## config.mk

```make
export PLATFORM = sky130hd
export DESIGN_NAME = proc_en_gen
export DESIGN_NICKNAME = d
export VERILOG_FILES = /design/src/rtl/proc_en_gen.sv
export SDC_FILE = /design/constraint.sdc
export NUM_CORES = 1
export LEC_CHECK = 0
export CAP_MARGIN = 20
export CORE_MARGIN = 2
export CORE_UTILIZATION = 55
export CTS_CLUSTER_SIZE = 25
export DETAILED_ROUTE_END_ITERATION = 7
export HOLD_SLACK_MARGIN = 0.02
export PLACE_DENSITY = 0.77
export SETUP_SLACK_MARGIN = 0.5
export SLEW_MARGIN = 20
export SYNTH_ARGS = -nofsm -noshare
export SYNTH_HDL_FRONTEND = slang
export SYNTH_SLANG_ARGS = --single-unit
```

## constraint.sdc

```tcl
create_clock -name clk -period 10.7 [get_ports clk]
set_clock_uncertainty 0.15 [all_clocks]
set_input_delay 2.14 -clock clk [delete_from_list [all_inputs] [get_ports clk]]
set_output_delay 2.14 -clock clk [all_outputs]
set_load 0.02 [all_outputs]
```

## src/rtl/proc_en_gen.sv

```systemverilog
// Processor-enable generator: per column word, flags which processors see a valid
// patch end-column, derived from runtime patch size, stride and image width.
module proc_en_gen #(
  parameter int NUM_PROC = 8,
  parameter int PW       = 3,
  parameter int IW       = 10
) (
  input  logic                clk,
  input  logic                rst,
  input  logic                start,
  input  logic [PW-1:0]       patch_size,
  input  logic [PW-1:0]       stride,
  input  logic [IW-1:0]       img_width,
  input  logic                word_strobe,
  input  logic                done,
  output logic [NUM_PROC-1:0] p_en,
  output logic [NUM_PROC-1:0] p_en_rmu,
  output logic                p_en_valid,
  output logic                row_end,
  output logic                busy,
  output logic                cfg_err
);

  localparam int CW = IW + 1;
  localparam logic [1:0] ST_IDLE = 2'd0;
  localparam logic [1:0] ST_RUN  = 2'd1;
  localparam logic [1:0] ST_DONE = 2'd2;

  logic [1:0]          state_r;
  logic [PW-1:0]       k_r;
  logic [PW-1:0]       s_r;
  logic [IW-1:0]       w_r;
  logic [CW-1:0]       col_base_r;
  logic [CW-1:0]       next_end_r;
  logic                done_seen_r;
  logic [NUM_PROC-1:0] p_en_r;
  logic [NUM_PROC-1:0] p_en_rmu_r;
  logic                p_en_valid_r;
  logic                row_end_r;
  logic                busy_r;
  logic                cfg_err_r;

  logic [NUM_PROC-1:0] mask_s;
  logic [CW-1:0]       pos_s;
  logic [CW-1:0]       col_s;
  logic                cfg_bad_s;
  logic                wrap_s;
  logic [CW-1:0]       first_end_s;
  logic [CW-1:0]       start_end_s;

  // Walk the valid end-columns through the word in steps of S; pos_s leaves as the next end.
  always_comb begin
    mask_s = '0;
    pos_s  = next_end_r;
    col_s  = col_base_r;
    for (int i = 0; i < NUM_PROC; i++) begin
      col_s = col_base_r + CW'(i);
      if (col_s == pos_s) begin
        mask_s[i] = (col_s < {1'b0, w_r});
        pos_s     = pos_s + CW'(s_r);
      end else begin
        mask_s[i] = 1'b0;
      end
    end
  end

  // Config sanity check on the raw inputs and row bookkeeping.
  always_comb begin
    cfg_bad_s   = (patch_size == {PW{1'b0}}) || (stride == {PW{1'b0}}) ||
                  (stride > patch_size) || (IW'(patch_size) > img_width);
    wrap_s      = (col_base_r + CW'(NUM_PROC)) >= {1'b0, w_r};
    first_end_s = CW'(k_r) - CW'(1);
    start_end_s = CW'(patch_size) - CW'(1);
  end

  // Frame FSM and all registered outputs.
  always_ff @(posedge clk) begin
    if (!rst) begin
      state_r      <= ST_IDLE;
      k_r          <= '0;
      s_r          <= '0;
      w_r          <= '0;
      col_base_r   <= '0;
      next_end_r   <= '0;
      done_seen_r  <= 1'b0;
      p_en_r       <= '0;
      p_en_rmu_r   <= '0;
      p_en_valid_r <= 1'b0;
      row_end_r    <= 1'b0;
      busy_r       <= 1'b0;
      cfg_err_r    <= 1'b0;
    end else begin
      p_en_valid_r <= 1'b0;
      row_end_r    <= 1'b0;
      case (state_r)
        ST_IDLE, ST_DONE: begin
          if (start) begin
            k_r         <= patch_size;
            s_r         <= stride;
            w_r         <= img_width;
            done_seen_r <= 1'b0;
            p_en_r      <= '0;
            p_en_rmu_r  <= '0;
            if (cfg_bad_s) begin
              cfg_err_r <= 1'b1;
              state_r   <= ST_IDLE;
              busy_r    <= 1'b0;
            end else begin
              cfg_err_r  <= 1'b0;
              col_base_r <= '0;
              next_end_r <= start_end_s;
              state_r    <= ST_RUN;
              busy_r     <= 1'b1;
            end
          end
        end
        ST_RUN: begin
          if (word_strobe) begin
            p_en_r       <= mask_s;
            p_en_rmu_r   <= (done_seen_r || done) ? {NUM_PROC{1'b0}} : mask_s;
            p_en_valid_r <= 1'b1;
            if (wrap_s) begin
              row_end_r  <= 1'b1;
              col_base_r <= '0;
              next_end_r <= first_end_s;
            end else begin
              col_base_r <= col_base_r + CW'(NUM_PROC);
              next_end_r <= pos_s;
            end
          end
          // done wins over the strobe's rmu update; p_en itself is left alone.
          if (done) begin
            done_seen_r <= 1'b1;
            p_en_rmu_r  <= '0;
            state_r     <= ST_DONE;
            busy_r      <= 1'b0;
          end
        end
        default: begin
          state_r <= ST_IDLE;
          busy_r  <= 1'b0;
        end
      endcase
    end
  end

  assign p_en       = p_en_r;
  assign p_en_rmu   = p_en_rmu_r;
  assign p_en_valid = p_en_valid_r;
  assign row_end    = row_end_r;
  assign busy       = busy_r;
  assign cfg_err    = cfg_err_r;

endmodule

```

# Yosys cells after proc, flatten, opt, wreduce, memory -nomap -nowiden
# Index checks and enable logic that the tools add are counted.
op_classes:
  div: 0
  eq_ne: 15
  addsub: 18
  mul: 0
  n_bitwise: 0
  n_mux: 47
  shifts: 0
  n_reduce_logical: 17
  order_cmp: 11
op_table:
  columns: ["cell", "count"]
  rows:
  - ["$mux 11", 16]
  - ["$add 11x3->11", 8]
  - ["$eq 11x11->1", 8]
  - ["$lt 11x10->1", 8]
  - ["$add 11x3->11 const B", 4]
  - ["$pmux 11 s2", 2]
  - ["$mux 8", 5]
  - ["$pmux 8 s2", 2]
  - ["$add 11x2->11 const B", 2]
  - ["$mux 1", 17]
  - ["$reduce_and 3->1", 4]
  - ["$add 11x1->11 const B", 1]
  - ["$add 11x4->11 const B", 1]
  - ["$ge 11x10->1", 1]
  - ["$gt 3x10->1", 1]
  - ["$ne 2x2->1 const B", 4]
  - ["$sub 3x1->4 const B", 2]
  - ["$logic_not 3->1", 2]
  - ["$reduce_and 2->1", 3]
  - ["$logic_or 1x1->1", 4]
  - ["$mux 2", 2]
  - ["$pmux 1 s2", 2]
  - ["$pmux 2 s2", 1]
  - ["$reduce_and 4->1", 1]
  - ["other kinds (7)", 7]
word_totals:
  mem_count: 0
  latchBits: 0
  regBits: 61
  rom_bits: 0
  input_bits: 21
  ramBits: 0

# Longest topological paths before layout
# Gate-level depths: netlist (run 1).
depth:
  word_depth: 20
  depth_mapped: 46
  depth_no_buf: 42

# Least setup slack after synthesis (run 1)
# No wires, ideal clock.
synth_path:
  kind: "reg-to-reg"
  startpoint: "register col_base_r[7]"
  endpoint: "register next_end_r[9]"
  period_less_slack_ns: 9.236
  stages_incl_launch_ff: 42
  setup_ns: 0.062
  path_buffers: 5
  slack_ns: 1.464
  arrival_ns: 9.024
  required_ns: 10.488
  cell_sequence: "dfxtp_1 buf_2 xor2_1 nor4_4 nand2_1 clkbuf_1 nor2_1 a21oi_1 inv_1 ha_1 a21o_1 a21o_1 clkbuf_1 a2111oi_0 o21ai_0 o31a_1 nor4_4 buf_2 [6 not listed] fa_1 nor4_1 or2_2 inv_1 fa_1 xor2_1 and3_1 nor2_1 ha_1 xnor2_1 inv_1 a311oi_2 nor3b_1 nand3_1 mux2_1 buf_2 or4_1 nand3_1"
synth_via:
  elab_chain_len: 19
  elab_cells_between_ends: 35
  classes_between: "add/sub (15); order compare (1); eq/ne (8); mux (11)"
synth_lines:
  columns: ["element", "line_no", "text"]
  rows:
  - ["from (decl)", "33", "logic [CW-1:0] col_base_r;"]
  - ["from (signal assigned)", "127", "col_base_r <= col_base_r + CW'(NUM_PROC);"]
  - ["$eq 11x11->1", "58", "if (col_s == pos_s) begin"]
  - ["$mux 11", "58", null]
  - ["$add 11x3->11 / $eq 11x11->1 (equally long branches)", "60, 58", null]
  - ["$mux 11", "58", null]
  - ["$add 11x3->11 / $eq 11x11->1 (equally long branches)", "60, 58", null]
  - ["$mux 11", "58", null]
  - ["$add 11x3->11 / $eq 11x11->1 (equally long branches)", "60, 58", null]
  - ["$mux 11", "58", null]
  - ["[3 not listed]", null, null]
  - ["$mux 11", "58", null]
  - ["$add 11x3->11 / $eq 11x11->1 (equally long branches)", "60, 58", null]
  - ["$mux 11", "58", null]
  - ["$add 11x3->11 / $eq 11x11->1 (equally long branches)", "60, 58", null]
  - ["$mux 11", "58", null]
  - ["$mux 11 *", "122", "if (wrap_s) begin"]
  - ["$mux 11 *", "118", "if (word_strobe) begin"]
  - ["$pmux 11 s2 *", "95", "case (state_r)"]
  - ["to (signal assigned)", "111", "next_end_r <= start_end_s;"]
  - ["to (signal assigned)", "125", "next_end_r <= first_end_s;"]
  - ["to (signal assigned)", "128", "next_end_r <= pos_s;"]
  - ["to (decl)", "34", "logic [CW-1:0] next_end_r;"]
# Mark *: on every way between the ends. The rest lies on a longest branch, timed or not. The select of a mux whose other input is x is not followed.
# A chain may end at the register's enable or synchronous reset.

# Worst setup path after layout (run 1)
layout_path:
  startpoint: "register next_end_r[0]"
  endpoint: "register next_end_r[9]"
layout_via:
  elab_chain_len: 19
  elab_cells_between_ends: 27
  classes_between: "add/sub (8); eq/ne (8); mux (11)"
layout_lines:
  columns: ["element", "line_no"]
  rows:
  - ["$add 11x3->11 / $eq 11x11->1 (equally long branches)", "60, 58"]
  - ["$mux 11 *", "58"]
  - ["$add 11x3->11 / $eq 11x11->1 (equally long branches)", "60, 58"]
  - ["$mux 11 *", "58"]
  - ["$add 11x3->11 / $eq 11x11->1 (equally long branches)", "60, 58"]
  - ["$mux 11 *", "58"]
  - ["$add 11x3->11 / $eq 11x11->1 (equally long branches)", "60, 58"]
  - ["$mux 11 *", "58"]
  - ["[3 not listed]", null]
  - ["$mux 11 *", "58"]
  - ["$add 11x3->11 / $eq 11x11->1 (equally long branches)", "60, 58"]
  - ["$mux 11 *", "58"]
  - ["$add 11x3->11 / $eq 11x11->1 (equally long branches)", "60, 58"]
  - ["$mux 11 *", "58"]
  - ["$mux 11 *", "122"]
  - ["$mux 11 *", "118"]
  - ["$pmux 11 s2 *", "95"]
# Marks and branches as above.

==> flow_metrics.tcl, run 1 <==
set metrics [dict create \
    syn_inst 1043 \
    fin_tns_setup_ps 0 \
    dieWidth_um 124 \
    synth_area_sq_mm 0.00787 \
    crit_path_max_fanout 10 \
    cts.reportedPaths.clkPinSlew_ps 50 \
    final-seq-area_sq_mm 0.00115 \
    sequential_to_total_area_share_from_yosys_stat 0.145 \
    post_dp_cell_area_sq_mm 0.00842 \
    final_core_utilization 0.636 \
    grt_max_degree 61 \
    die_area_sq_mm 0.0153 \
    nNetsFinal 1164 \
    antenna_found_initial 0 \
    setup-violations-final 0 \
    clkLatencyLatePin_ps 330 \
    hold_viol_final 0 \
    totalWireLength_mm 24.4 \
    period_share 0.912 \
    power_per_cell_area_mw_per_mm2 121 \
    worst_setup_path_end_kind "register" \
    die_height_um 124 \
    root_buffer "sky130_fd_sc_hd__clkbuf_16" \
    cts-htree-levels 3 \
    timing.critical_path.slowest_stage_cell "sky130_fd_sc_hd__or4_1" \
    tightestPinTransition_ps 962 \
    fin_crit_ps 9760 \
    track_usage 0.325 \
    maxClockFrequency_mhz 103 \
    timing.hold.ws_ps 316 \
    grt_setup_unrepaired "no" \
    cp.buffers_inverters 5 \
    dr.pass1.iters 8 \
    route.detailed.wl_per_inst_um 19.4 \
    cts_tree "yes" \
    route.vias.total 8277 \
    placementRows 43 \
    ys_dominant_reg_cell "sky130_fd_sc_hd__dfxtp_1" \
    design_area_final_sq_mm 0.00887 \
    crit_type "reg2reg" \
    post_route_cells_drive_above_1_share 0.0977 \
    synth.yosys.warnings 0 \
    first_pass_grt_wire_length_mm 39.2 \
    core_area_sq_mm 0.0139 \
    timing.critical_path.slowest_cell_delay_ps 620 \
    drtAntennaViolNets 0 \
    max_slew_margin 0.354 \
    synthDistinctLibCells 93 \
    timing.critical_path.from_type "register" \
    globalRoute.totalOverflow 0 \
    final_critical_path_setup_slack_ps 944 \
    start_util 0.565 \
    postSynthRegisterBits 57 \
    first_global_vias 7754 \
    numCtsBuffers 9 \
    static_leak_uw 0.00353 \
    multi_input_logic_area_sq_mm 0.00640 \
    cp_data_required_time_ps 10830 \
    mappedNetlistNets 1137 \
    cts_sinks 57 \
    syn_area_per_cell_sq_um 7.54 \
    clock_path_buffers 2 \
    fillCellCount 1229 \
    numPortBuffers 40 \
    final-max-slew-violation-count 0 \
    vias_per_cell 6.60 \
    place.gp.congestion 1.00 \
    min-delay-path-class "reg2reg" \
    synth_edf_count 0 \
    asyncSetResetFlopFracSynth 0 \
    worst_path_dominant_cell_family "simple AND/OR/NAND/NOR gates" \
    dp_hpwl_mm 18.3 \
    detailedPlace.worstSlack_ps 557 \
    vdd_drop_max_v 0.000115 \
    worst-endpoint-arrival_ps 9880 \
    drt_iter0_markers 888 \
    run_status "completed" \
    area_added_between_synthesis_and_finish_pct 12.7 \
    io-pin-count 41 \
    detail_route.drc_violations 0 \
    max_cap_violations 0 \
    cts.hold.buffers_added 0 \
    antenna_cells 0 \
]
worst register-to-register path, delay by kind of cell, from the launching register on:
kind | cells | cell delay [ps]
AOI/OAI and AO/OA | 8 | 1840
xor gates and xnor gates | 3 | 760
adders and majority gates | 6 | 2210
buffers and inverters | 5 | 620
DFF | 1 | 420
and+or+nand+nor | 13 | 3710
kinds of logic after synthesis:
family,after synthesis,synth area share
adder cells (fa/ha/maj),73,0.124
XOR/XNOR,83,0.105
flip-flops,57,0.145
AND/OR/NAND/NOR,433,0.295
buffers and inverters,96,0.0522
AO/OA/AOI/OAI,294,0.270
multiplexers,7,0.00922
report_power, final:
part           switching, uW  internal (uW)
clock network            102            209
logic                    327            189
registers               21.1            224
area by class of cell:
class                      count  share of cell area
multi-input combinational    890               0.722
sequential                    57               0.130
timing repair buffer          65              0.0663
clock buffer                  11              0.0274
tap                          180              0.0254
inverter                      47              0.0199
clock inverter                 5             0.00889
worst paths after layout:
path / start / to / slack, ps / cells after the start
worst max-delay path: next_end_r[0]$_SDFFE_PN0P_ / next_end_r[9]$_SDFFE_PN0P_ / 940 / 35
worst min-delay path: p_en_rmu[4]$_SDFFE_PN0P_ / p_en_rmu[4]$_SDFFE_PN0P_ / 320 / 2
worst max register to register: next_end_r[0]$_SDFFE_PN0P_ / next_end_r[9]$_SDFFE_PN0P_ / 940 / 35
worst min register to register: p_en_rmu[4]$_SDFFE_PN0P_ / p_en_rmu[4]$_SDFFE_PN0P_ / 320 / 2
cell usage in the layout (no fill, tap or decap), types with 9 or more instances in the layout:
cell type | Yosys | layout
sky130_fd_sc_hd__a21o_1 | 33 | 33
sky130_fd_sc_hd__and2_1 | 16 | 15
sky130_fd_sc_hd__o21ai_0 | 34 | 33
sky130_fd_sc_hd__xor2_1 | 26 | 24
sky130_fd_sc_hd__nand3_1 | 47 | 47
sky130_fd_sc_hd__nand2b_1 | 18 | 18
sky130_fd_sc_hd__nand2_1 | 119 | 118
sky130_fd_sc_hd__buf_4 | 4 | 25
sky130_fd_sc_hd__nor2b_1 | 29 | 29
sky130_fd_sc_hd__clkbuf_16 | 0 | 9
sky130_fd_sc_hd__a21oi_1 | 58 | 56
sky130_fd_sc_hd__and3_1 | 12 | 12
sky130_fd_sc_hd__ha_1 | 65 | 65
sky130_fd_sc_hd__nor4_1 | 22 | 20
sky130_fd_sc_hd__inv_1 | 47 | 46
sky130_fd_sc_hd__o31ai_1 | 10 | 10
sky130_fd_sc_hd__nor3_1 | 29 | 28
sky130_fd_sc_hd__xnor2_1 | 49 | 48
sky130_fd_sc_hd__clkdlybuf4s50_1 | 0 | 40
sky130_fd_sc_hd__a21boi_0 | 27 | 27
sky130_fd_sc_hd__a31oi_1 | 14 | 14
sky130_fd_sc_hd__dfxtp_1 | 57 | 51
sky130_fd_sc_hd__nor2_1 | 66 | 65
sky130_fd_sc_hd__o211ai_1 | 11 | 11
sky130_fd_sc_hd__nand4_1 | 25 | 25
sky130_fd_sc_hd__o21a_1 | 13 | 13
state kept, by name, summed over array words and instances (netlist names), 2 cells and up:
signal	cells
next_end_r	11
w_r	10
k_r	3
p_en	8
state_r	2
s_r	3
col_base_r	8
p_en_rmu	8
synthesized netlist by cell type, types with 6 or more instances:
cell	number	area, sq um
sky130_fd_sc_hd__inv_1	47	176
sky130_fd_sc_hd__nor2b_1	29	181
sky130_fd_sc_hd__nand2b_1	18	113
sky130_fd_sc_hd__a211oi_1	8	60.1
sky130_fd_sc_hd__nor3b_1	6	45.0
sky130_fd_sc_hd__ha_1	65	813
sky130_fd_sc_hd__a21oi_1	58	290
sky130_fd_sc_hd__nand3_1	47	235
sky130_fd_sc_hd__a21o_1	33	248
sky130_fd_sc_hd__nor3_1	29	145
sky130_fd_sc_hd__o21a_1	13	97.6
sky130_fd_sc_hd__nor4_1	22	138
sky130_fd_sc_hd__and3_1	12	75.1
sky130_fd_sc_hd__o21ai_0	34	170
sky130_fd_sc_hd__fa_1	8	160
sky130_fd_sc_hd__a22oi_1	7	52.6
sky130_fd_sc_hd__xor2_1	26	228
sky130_fd_sc_hd__a21boi_0	27	203
sky130_fd_sc_hd__and2_1	16	100
sky130_fd_sc_hd__nand4_1	25	156
sky130_fd_sc_hd__or4_1	8	60.1
sky130_fd_sc_hd__buf_2	10	50.1
sky130_fd_sc_hd__xnor2_1	49	429
sky130_fd_sc_hd__o211ai_1	11	82.6
sky130_fd_sc_hd__a31oi_1	14	87.6
sky130_fd_sc_hd__clkbuf_1	28	105
sky130_fd_sc_hd__nand2_1	119	447
sky130_fd_sc_hd__dfxtp_1	57	1140
sky130_fd_sc_hd__o21ai_1	6	30.0
sky130_fd_sc_hd__nor2_1	66	248
sky130_fd_sc_hd__o31ai_1	10	75.1
through the flow:
stage	instances	power (uW)
after global routing	1255	1130
final	1255	1070
after detailed placement	1234	735
after global placement	1234	730
after CTS	1250	1050
after floorplan	1043	616
per-layer routing:
layer / up-vias / GRT usage / part of all wire
met5: - / 0 / 0
met4: 0 / 0.144 / 0.039
met3: 84 / 0.0394 / 0.082
met2: 448 / 0.527 / 0.45
met1: 3830 / 0.433 / 0.43
li1: 3915 / - / -
timing repair:
item / 4_1_cts / 5_1_grt
setup buffers: 0 / 5
endpoints found under the setup margin: 3 / 13
pin swaps: 0 / 6
gates resized for setup: 2 / 24
No activity file was read; power rests on OpenSTA's default activity.
==> run 2: changes to the inputs <==
- CORE_UTILIZATION: 55 -> 50
- GPL_TIMING_DRIVEN: not set -> 0
- PLACE_DENSITY: 0.77 -> 0.71
- SKIP_LAST_GASP: not set -> 1
==> run 2 against run 1 <==
Sequential share of layout area is 0.62 points lower. Fmax decreased by 1.3%. Largest power group unchanged. Setup slack lost 130 ps. Worst hold slack lost 4.5 ps. Critical path type unchanged. Clock-buffer cell count grew 1. Register-to-register slack got worse by 130 ps. Global-route usage shrank 2.4 points.
==> flow_metrics.tcl, run 2 (same netlist as run 1, synthesis figures left out) <==
set metrics [dict create \
    static_leak_uw 0.00366 \
    start_util 0.514 \
    dp_hpwl_mm 19.3 \
    finish.cell_count_without_fillers 1330 \
    first_pass_grt_wire_length_mm 40.2 \
    tightestPinTransition_ps 965 \
    dieWidth_um 129 \
    placementRows 45 \
    timing.critical_path.slowest_stage_cell "sky130_fd_sc_hd__fa_2" \
    vdd_drop_max_v 0.0000936 \
    setup-violations-final 0 \
    cts_tree "yes" \
    grt_max_degree 14 \
    cts.reportedPaths.clkPinSlew_ps 50 \
    min_delay_path_depth 2 \
    hold_viol_final 0 \
    track_usage 0.301 \
    worst-endpoint-arrival_ps 10010 \
    final_critical_path_setup_slack_ps 819 \
    crit-reg2reg-capture "next_end_r[9]$_SDFFE_PN0P_" \
    detailedPlace.worstSlack_ps -504 \
    numCtsBuffers 9 \
    first_global_vias 7743 \
    clkPwrFrac 0.274 \
    route.detailed.wl_per_inst_um 19.4 \
    timing.critical_path.slowest_cell_delay_ps 550 \
    period_share 0.923 \
    mostFrequentLayoutCells "sky130_fd_sc_hd__nand2_1 (118), sky130_fd_sc_hd__ha_1 (65), sky130_fd_sc_hd__nor2_1 (64)" \
    antenna_cells 0 \
    detail_route.drc_violations 0 \
    globalRoute.totalOverflow 0 \
    seq_power_share 0.216 \
    max_slew_margin 0.352 \
    hp-start "w_r[6]$_SDFFE_PN0P_" \
    crit_type "reg2reg" \
    crit_path_max_fanout 10 \
    final-max-slew-violation-count 0 \
    fin_total_pwr_uw 1110 \
    antenna_found_initial 1 \
    io-pin-count 41 \
    regToRegStartpoint "col_base_r[10]$_SDFFE_PN0P_" \
    die_area_sq_mm 0.0168 \
    power_per_cell_area_mw_per_mm2 120 \
    numPortBuffers 40 \
    area_added_between_synthesis_and_finish_pct 17.9 \
    drtAntennaViolNets 0 \
    place.gp.congestion 0.957 \
    worst_r2r_path_depth 38 \
    top_regs "next_end_r (11), w_r (10)" \
    path_common_cell "sky130_fd_sc_hd__inv_1" \
    cts_sinks 57 \
    timing.critical_path.from_type "register" \
    cts.hold.buffers_added 0 \
    maxClockFrequency_mhz 101 \
    power.combinational.fraction 0.510 \
    run_status "completed" \
    die_height_um 129 \
    power.net_switching_uw 479 \
    dpl.cell_count 1294 \
    worst_setup_path_end_kind "register" \
    largest-register "next_end_r" \
    core_area_sq_mm 0.0153 \
    post_route_cells_drive_above_1_share 0.127 \
    clock_path_buffers 2 \
    worstHoldEndpoint "w_r[6]$_SDFFE_PN0P_" \
    drt_iter0_markers 823 \
    max_cap_violations 0 \
    layout_commonest_cell "sky130_fd_sc_hd__nand2_1" \
    fillCellCount 1421 \
    cp_data_required_time_ps 10830 \
    cts-htree-levels 3 \
    min-delay-path-class "reg2reg" \
    p_sw_frac 0.431 \
    largest_reg_flops 11 \
    totalWireLength_mm 25.8 \
    dr.pass1.iters 6 \
    route.vias.total 8485 \
    root_buffer "sky130_fd_sc_hd__clkbuf_16" \
    p_int_uw 633 \
    vias_per_cell 6.38 \
    regToRegSetupSlack_ps 820 \
    grt_setup_unrepaired "no" \
    clkLatencyLatePin_ps 340 \
    fin_crit_ps 9880 \
    nNetsFinal 1208 \
]
run 2: cell types whose count changed in the layout (fill, tap and decap cells not counted), moves of 3 or more:
| cell | delta |
|---|---|
| sky130_fd_sc_hd__clkbuf_1 | +24 |
| sky130_fd_sc_hd__nand3_2 | +4 |
| sky130_fd_sc_hd__buf_6 | +5 |
| sky130_fd_sc_hd__buf_2 | +5 |
| sky130_fd_sc_hd__buf_1 | +4 |
| sky130_fd_sc_hd__nand3_1 | -4 |
| sky130_fd_sc_hd__clkbuf_4 | +3 |
run 2: repair_timing:
item	CTS	global route
setup endpoints to repair	13	13
pin swaps	3	13
gates resized for setup	22	46
setup buffers	5	15
run 2: metal layers:
metal	up-vias	wire length, um	track usage
li1	4006	-	-
met1	3958	11300	0.415
met2	434	11300	0.467
met3	85	2160	0.0504
met4	2	1020	0.124
met5	-	7	0
run 2: area by class of cell:
type                    instances  area [sq um]  share of cell area
clock buffers                  12           267              0.0287
plain buffers                  49           260              0.0280
inverters                      47           176              0.0190
repair buffers                 60           551              0.0593
clock inverters                 4          50.0             0.00539
multi-input cells             890          6560               0.707
well taps                     211           264              0.0285
flip-flops and latches         57          1150               0.124
run 2: through the flow:
step | setup TNS, ps | hold slack (ps) | utilization | cell area (sq um)
2_1_floorplan | 0 | 293 | - | 7870
4_1_cts | 0 | 317 | 0.586 | 8980
3_3_place_gp | -4650 | 304 | 0.557 | 8530
5_1_grt | 0 | 329 | 0.606 | 9280
3_5_place_dp | -4110 | 310 | 0.557 | 8530
6_report | 0 | 312 | 0.606 | 9280
run 2: worst max-delay path: cells and delay by family, from the launching register on:
| kind | cells | cell delay (ps) |
|---|---|---|
| mux | 1 | 400 |
| flops | 1 | 300 |
| compound gates | 9 | 2160 |
| xor+xnor | 2 | 400 |
| buf+inv | 8 | 1070 |
| fa+ha+maj | 6 | 2360 |
| simple gates | 12 | 2910 |
run 2: worst max-delay path by stage:
stage                                start  cells past startpoint                         end
5_1_grt        col_base_r[10]$_SDFFE_PN0P_                     43  next_end_r[0]$_SDFFE_PN0P_
3_5_place_dp    col_base_r[7]$_SDFFE_PN0P_                     42  next_end_r[9]$_SDFFE_PN0P_
4_1_cts         col_base_r[9]$_SDFFE_PN0P_                     41  next_end_r[0]$_SDFFE_PN0P_
3_3_place_gp    col_base_r[7]$_SDFFE_PN0P_                     42  next_end_r[0]$_SDFFE_PN0P_
2_1_floorplan   col_base_r[7]$_SDFFE_PN0P_                     41  next_end_r[9]$_SDFFE_PN0P_
6_report       col_base_r[10]$_SDFFE_PN0P_                     38  next_end_r[9]$_SDFFE_PN0P_
run 2: power by group through the flow:
| stage | combinational (uW) | sequential, uW | clock [uW] |
|---|---|---|---|
| finish | 567 | 240 | 305 |
| global route | 613 | 241 | 313 |
| CTS | 517 | 239 | 304 |
| detailed placement | 498 | 243 | 0 |
| global placement | 494 | 243 | 0 |
| floorplan | 378 | 238 | 0 |
==> RTL change 1 (flow settings as in run 2) <==
`PW`: 3 -> 5.
--- a/src/rtl/proc_en_gen.sv
+++ b/src/rtl/proc_en_gen.sv
@@ -2,7 +2,7 @@
 // patch end-column, derived from runtime patch size, stride and image width.
 module proc_en_gen #(
   parameter int NUM_PROC = 8,
-  parameter int PW       = 3,
+  parameter int PW       = 5,
   parameter int IW       = 10
 ) (
   input  logic                clk,
Interface: changed (resized patch_size and stride); port bits go from 41 to 45. The function was not compared with the original's and may differ.
==> RTL change 1 against run 2 <==
  * The run now ends with negative setup slack left
  * Die area increased by 18%
  * Utilization is 11 points higher
  * Worst setup slack worse by 0.84 ns
  * Global-route usage grew 3.0 points
  * Synthesized cell count grew 20%
  * Wire length increased by 44%
  * Sequential cell count is 5 higher
  * Synthesized area grew 19%
  * Cell area grew 43%
  * Critical path type unchanged
  * Critical endpoint is now next_end_r[8]$_SDFFE_PN0P_
  * Highest routed layer is now met4
Power is not compared: it rests on default switching activity, and its combinational part moved more than twofold at a synthesized area within 25%.
==> RTL change 1: results (changes against run 2) <==
- Critical Path AT: 10.78 ns (+0.77 ns)
- Net Count, Synth: 1379 (+21%)
- Fin cells: 1715 (+29%)
- Iteration-0 DRC Markers: 1132 (+38%)
- Hold EP: w_r[5]$_SDFFE_PN0P_
- Met2 Wirelength: 16500 um (+46%)
- R2r worst-path depth: 52 (+37%)
- Worst path max stage delay: 0.51 ns (-0.04 ns)
- Hold_ws: 0.304 ns (-0.00802 ns)
- Synth top area cells: dfxtp_1 13%, ha_1 12%, a21oi_1 6.0%, nand2_1 5.3%, xnor2_1 4.7%
- Post-synth cell types: 108 (+16%)
- Synth Area in XOR/XNOR: 0.0973 (-0.00783)
- First-pass GRT wire length: 52700 um (+31%)
- # fillers: 1357 (-4.5%)
- Failing checks: negative setup slack
- Compound-cell area share of the yosys netlist: 0.276 (+0.00576)
- Syn Inst Count: 1254 (+20%)
- Relative slew slack: 0.304 (-0.0478)
- Detailed Place HPWL: 23600 um (+23%)
- Status: finished, violations left
- Synth Area in Adders: 0.140 (+0.0165)
- Met1 Wirelength: 15100 um (+34%)
- Final #Nets: 1601 (+33%)
- Highest metal used: met4
- Vias in the first global route: 10206 (+32%)
- Setup ws final: -0.0240 ns (-0.843 ns)
- Setup Viol. Count Final: 2 (+2)
- Via count: 11217 (+32%)
- Reg-to-Reg Start: s_r[0]$_SDFFE_PN0P_
- Total track usage: 0.331 (+0.0301)
- Initial antenna violation count: 0 (-1)
- R2r endpoint: next_end_r[8]$_SDFFE_PN0P_
- DP Area: 0.0101 sq mm (+19%)
- Share of layout cells above drive strength 1: 0.320 (+0.193)
- Synth top cells by count: 133 x nand2_1, 112 x a21oi_1, 102 x nor2_1
- Hold Crit Start: w_r[5]$_SDFFE_PN0P_
- Sequential cell area: 0.00129 sq mm (+12%)
- GPL Wtd Cong: 0.946 (-1.2%)
- Critical path fanouts, max: 4 (-6)
==> RTL change 1: cell type report <==
cell class              instances  area share
plain buffers                  51      0.0274
clock buffers                  13      0.0203
clock inverters                 3     0.00320
inverters                      58      0.0167
multi-input cells            1083       0.683
flip-flops and latches         62      0.0970
well taps                     234      0.0220
repair buffers                211       0.130
==> RTL change 1: timing repair <==
action                     4_1_cts  5_1_grt
pin swaps                       87      102
setup endpoints to repair       15       13
gates resized for setup        192      132
setup buffers                   94       72
==> RTL change 1: worst max-delay path by stage <==
| stage | startpoint | to | cells past startpoint |
|---|---|---|---|
| final | s_r[0]$_SDFFE_PN0P_ | next_end_r[8]$_SDFFE_PN0P_ | 52 |
| after global routing | col_base_r[6]$_SDFFE_PN0P_ | next_end_r[7]$_SDFFE_PN0P_ | 53 |
| after CTS | col_base_r[4]$_SDFFE_PN0P_ | next_end_r[8]$_SDFFE_PN0P_ | 53 |
| after detailed placement | s_r[1]$_SDFFE_PN0P_ | next_end_r[8]$_SDFFE_PN0P_ | 46 |
| after global placement | s_r[1]$_SDFFE_PN0P_ | next_end_r[8]$_SDFFE_PN0P_ | 48 |
| after floorplan | col_base_r[4]$_SDFFE_PN0P_ | next_end_r[8]$_SDFFE_PN0P_ | 49 |
==> RTL change 1: critical path: cells and delay by family (launching register included) <==
kind                     cells  cell delay (ns)
adder cells (fa/ha/maj)      8             2.12
multiplexers                 2             0.67
buffers and inverters       12             1.37
flip-flops                   1             0.36
AO/OA/AOI/OAI               12             2.50
AND/OR/NAND/NOR             16             3.04
XOR/XNOR                     2             0.38
==> RTL change 1: per-layer routing <==
metal / global-route usage / vias up
met5: 0 / -
met4: 0.135 / 0
met3: 0.0632 / 201
met2: 0.531 / 676
met1: 0.439 / 5263
li1: - / 5077
==> RTL change 2 (config.mk and constraints of run 2) <==
Without the edit above. Register the inputs `start`, `patch_size`, `stride`, `img_width`, `word_strobe` and `done` before use, without a reset. The logic sees them one clock later.
--- a/src/rtl/proc_en_gen.sv
+++ b/src/rtl/proc_en_gen.sv
@@ -25,6 +25,22 @@
   localparam logic [1:0] ST_IDLE = 2'd0;
   localparam logic [1:0] ST_RUN  = 2'd1;
   localparam logic [1:0] ST_DONE = 2'd2;
+
+  logic start_q;
+  logic [PW-1:0] patch_size_q;
+  logic [PW-1:0] stride_q;
+  logic [IW-1:0] img_width_q;
+  logic word_strobe_q;
+  logic done_q;
+
+  always_ff @(posedge clk) begin
+    start_q       <= start;
+    patch_size_q  <= patch_size;
+    stride_q      <= stride;
+    img_width_q   <= img_width;
+    word_strobe_q <= word_strobe;
+    done_q        <= done;
+  end
 
   logic [1:0]          state_r;
   logic [PW-1:0]       k_r;
@@ -66,11 +82,11 @@
 
   // Config sanity check on the raw inputs and row bookkeeping.
   always_comb begin
-    cfg_bad_s   = (patch_size == {PW{1'b0}}) || (stride == {PW{1'b0}}) ||
-                  (stride > patch_size) || (IW'(patch_size) > img_width);
+    cfg_bad_s   = (patch_size_q == {PW{1'b0}}) || (stride_q == {PW{1'b0}}) ||
+                  (stride_q > patch_size_q) || (IW'(patch_size_q) > img_width_q);
     wrap_s      = (col_base_r + CW'(NUM_PROC)) >= {1'b0, w_r};
     first_end_s = CW'(k_r) - CW'(1);
-    start_end_s = CW'(patch_size) - CW'(1);
+    start_end_s = CW'(patch_size_q) - CW'(1);
   end
 
   // Frame FSM and all registered outputs.
@@ -94,10 +110,10 @@
       row_end_r    <= 1'b0;
       case (state_r)
         ST_IDLE, ST_DONE: begin
-          if (start) begin
-            k_r         <= patch_size;
-            s_r         <= stride;
-            w_r         <= img_width;
+          if (start_q) begin
+            k_r         <= patch_size_q;
+            s_r         <= stride_q;
+            w_r         <= img_width_q;
             done_seen_r <= 1'b0;
             p_en_r      <= '0;
             p_en_rmu_r  <= '0;
@@ -115,9 +131,9 @@
           end
         end
         ST_RUN: begin
-          if (word_strobe) begin
+          if (word_strobe_q) begin
             p_en_r       <= mask_s;
-            p_en_rmu_r   <= (done_seen_r || done) ? {NUM_PROC{1'b0}} : mask_s;
+            p_en_rmu_r   <= (done_seen_r || done_q) ? {NUM_PROC{1'b0}} : mask_s;
             p_en_valid_r <= 1'b1;
             if (wrap_s) begin
               row_end_r  <= 1'b1;
@@ -129,7 +145,7 @@
             end
           end
           // done wins over the strobe's rmu update; p_en itself is left alone.
-          if (done) begin
+          if (done_q) begin
             done_seen_r <= 1'b1;
             p_en_rmu_r  <= '0;
             state_r     <= ST_DONE;
Formal check against the unedited RTL: not equivalent (Yosys sat finds a counterexample within 4 cycles, from zero or initial values and one cycle with rst low).
==> RTL change 2 against run 2 <==
  * Power rose by 2.9%
  * Synthesized area rose by 3.5%
  * Worst setup slack improved by 0.14 ns
  * Cell area rose by 4.1%
  * Utilization rose by 0.23 points
  * Die area rose by 3.4%
  * Wire length fell by 7.8%
  * Worst hold slack improved by 0.0034 ns
  * Sequential cell count rose by 19
==> RTL change 2: results (changes against run 2) <==
- Status: finished, final reports clean
- Clock slew at reported path FFs: around 0.06 ns
- Synth top cells by count: 103 x nand2_1, 76 x dfxtp_1, 65 x ha_1
- Synth Area in XOR/XNOR: 0.104 (-0.00114)
- Detailed Place HPWL: 18300 um (-5.0%)
- Gate power share: 0.449 (-0.061)
- Worst path max stage delay: 0.52 ns (-0.03 ns)
- Fin cells: 1293 (-2.8%)
- Met1 usage: 0.384 (-0.0315)
- R2r worst-path depth: 47 (+24%)
- Met1 Wirelength: 11000 um (-2.3%)
- Dpl ws: -0.958 ns (-0.454 ns)
- Vias in the first global route: 7517 (-2.9%)
- Net Count, Synth: 1094 (-3.8%)
- First-pass GRT wire length: 38600 um (-4.0%)
- DR pass1 iterations: 5 (-1)
- Highest metal used: met4
- Static leakage: 0.00373 uW (+1.9%)
- Register area share after synthesis: 0.187 (+0.0417)
- Critical Path AT: 9.88 ns (-0.13 ns)
- Via count: 7900 (-6.9%)
- Post-synthesis mux area share: 0.00768 (-0.00154)
- Largest net degree at the start of global routing: 15 (+1)
- Synth Area in Adders: 0.119 (-0.00424)
- Post-synth cell types: 103 (+11%)
- Syn Inst Count: 1000 (-4.1%)
- Hold_ws: 0.315 ns (+0.00343 ns)
- Worst vdd ir: 0.0000856 V (-8.5%)
- Share of layout cells above drive strength 1: 0.159 (+0.0320)
- Routed wl met3: 1800 um (-17%)
- Compound-cell area share of the yosys netlist: 0.258 (-0.0123)
- Slowest stage cell, crit path: or4_1
- Final #Nets: 1165 (-3.6%)
- Clk pwr share: 0.272 (-0.002)
- Total track usage: 0.272 (-0.0289)
- Setup ws final: 0.955 ns (+0.136 ns)
- P_int: 684 uW (+8.0%)
- Reg-to-Reg Start: col_base_r[8]$_SDFFE_PN0P_
- WL/cell: 18.4 um (-5.1%)
- Met2 GRT Util: 0.416 (-0.0518)
- R2r endpoint: next_end_r[6]$_SDFFE_PN0P_
- Met2 Wirelength: 10300 um (-9.2%)
- # Post-CTS Setup Buffers: 4 (-1)
- Worst setup SP type: register
- Met3 usage: 0.0556 (+0.00518)
- Iteration-0 DRC Markers: 739 (-10%)
- GPL Wtd Cong: 0.943 (-1.5%)
- Gates resized, CTS repair: 29 (+32%)
- DP Area: 0.00882 sq mm (+3.3%)
- Slew @ Worst Pin: 1.07 ns (+0.103 ns)
- Total power: 1140 uW (+2.9%)
==> RTL change 2: cells by family after synthesis <==
| kind of cell | after synthesis |
|---|---|
| multiplexers | 6 |
| adder cells (fa/ha/maj) | 73 |
| buffers and inverters | 89 |
| flip-flops | 76 |
| XOR/XNOR | 86 |
| AND/OR/NAND/NOR | 389 |
| AO/OA/AOI/OAI | 281 |
==> RTL change 2: area by class of cell <==
cell class | instances | area (sq um)
Antenna cell | 1 | 2.50
Buffer | 47 | 274
Clock buffer | 10 | 229
Clock inverter | 6 | 72.6
Fill cell | 1461 | 6220
Inverter | 42 | 158
Multi-Input combinational cell | 835 | 6570
Sequential cell | 76 | 1540
Tap cell | 216 | 270
Timing Repair Buffer | 60 | 551
==> RTL change 2: worst max-delay path: cells and delay by family, from the launching register on <==
kind                       cells  cell delay (ns)
muxes                          1             0.17
adders and majority gates      8             1.92
and+or+nand+nor               12             2.66
DFF                            1             0.38
buffers and inverters          9             1.14
AOI/OAI and AO/OA             15             2.96
xor gates and xnor gates       2             0.30
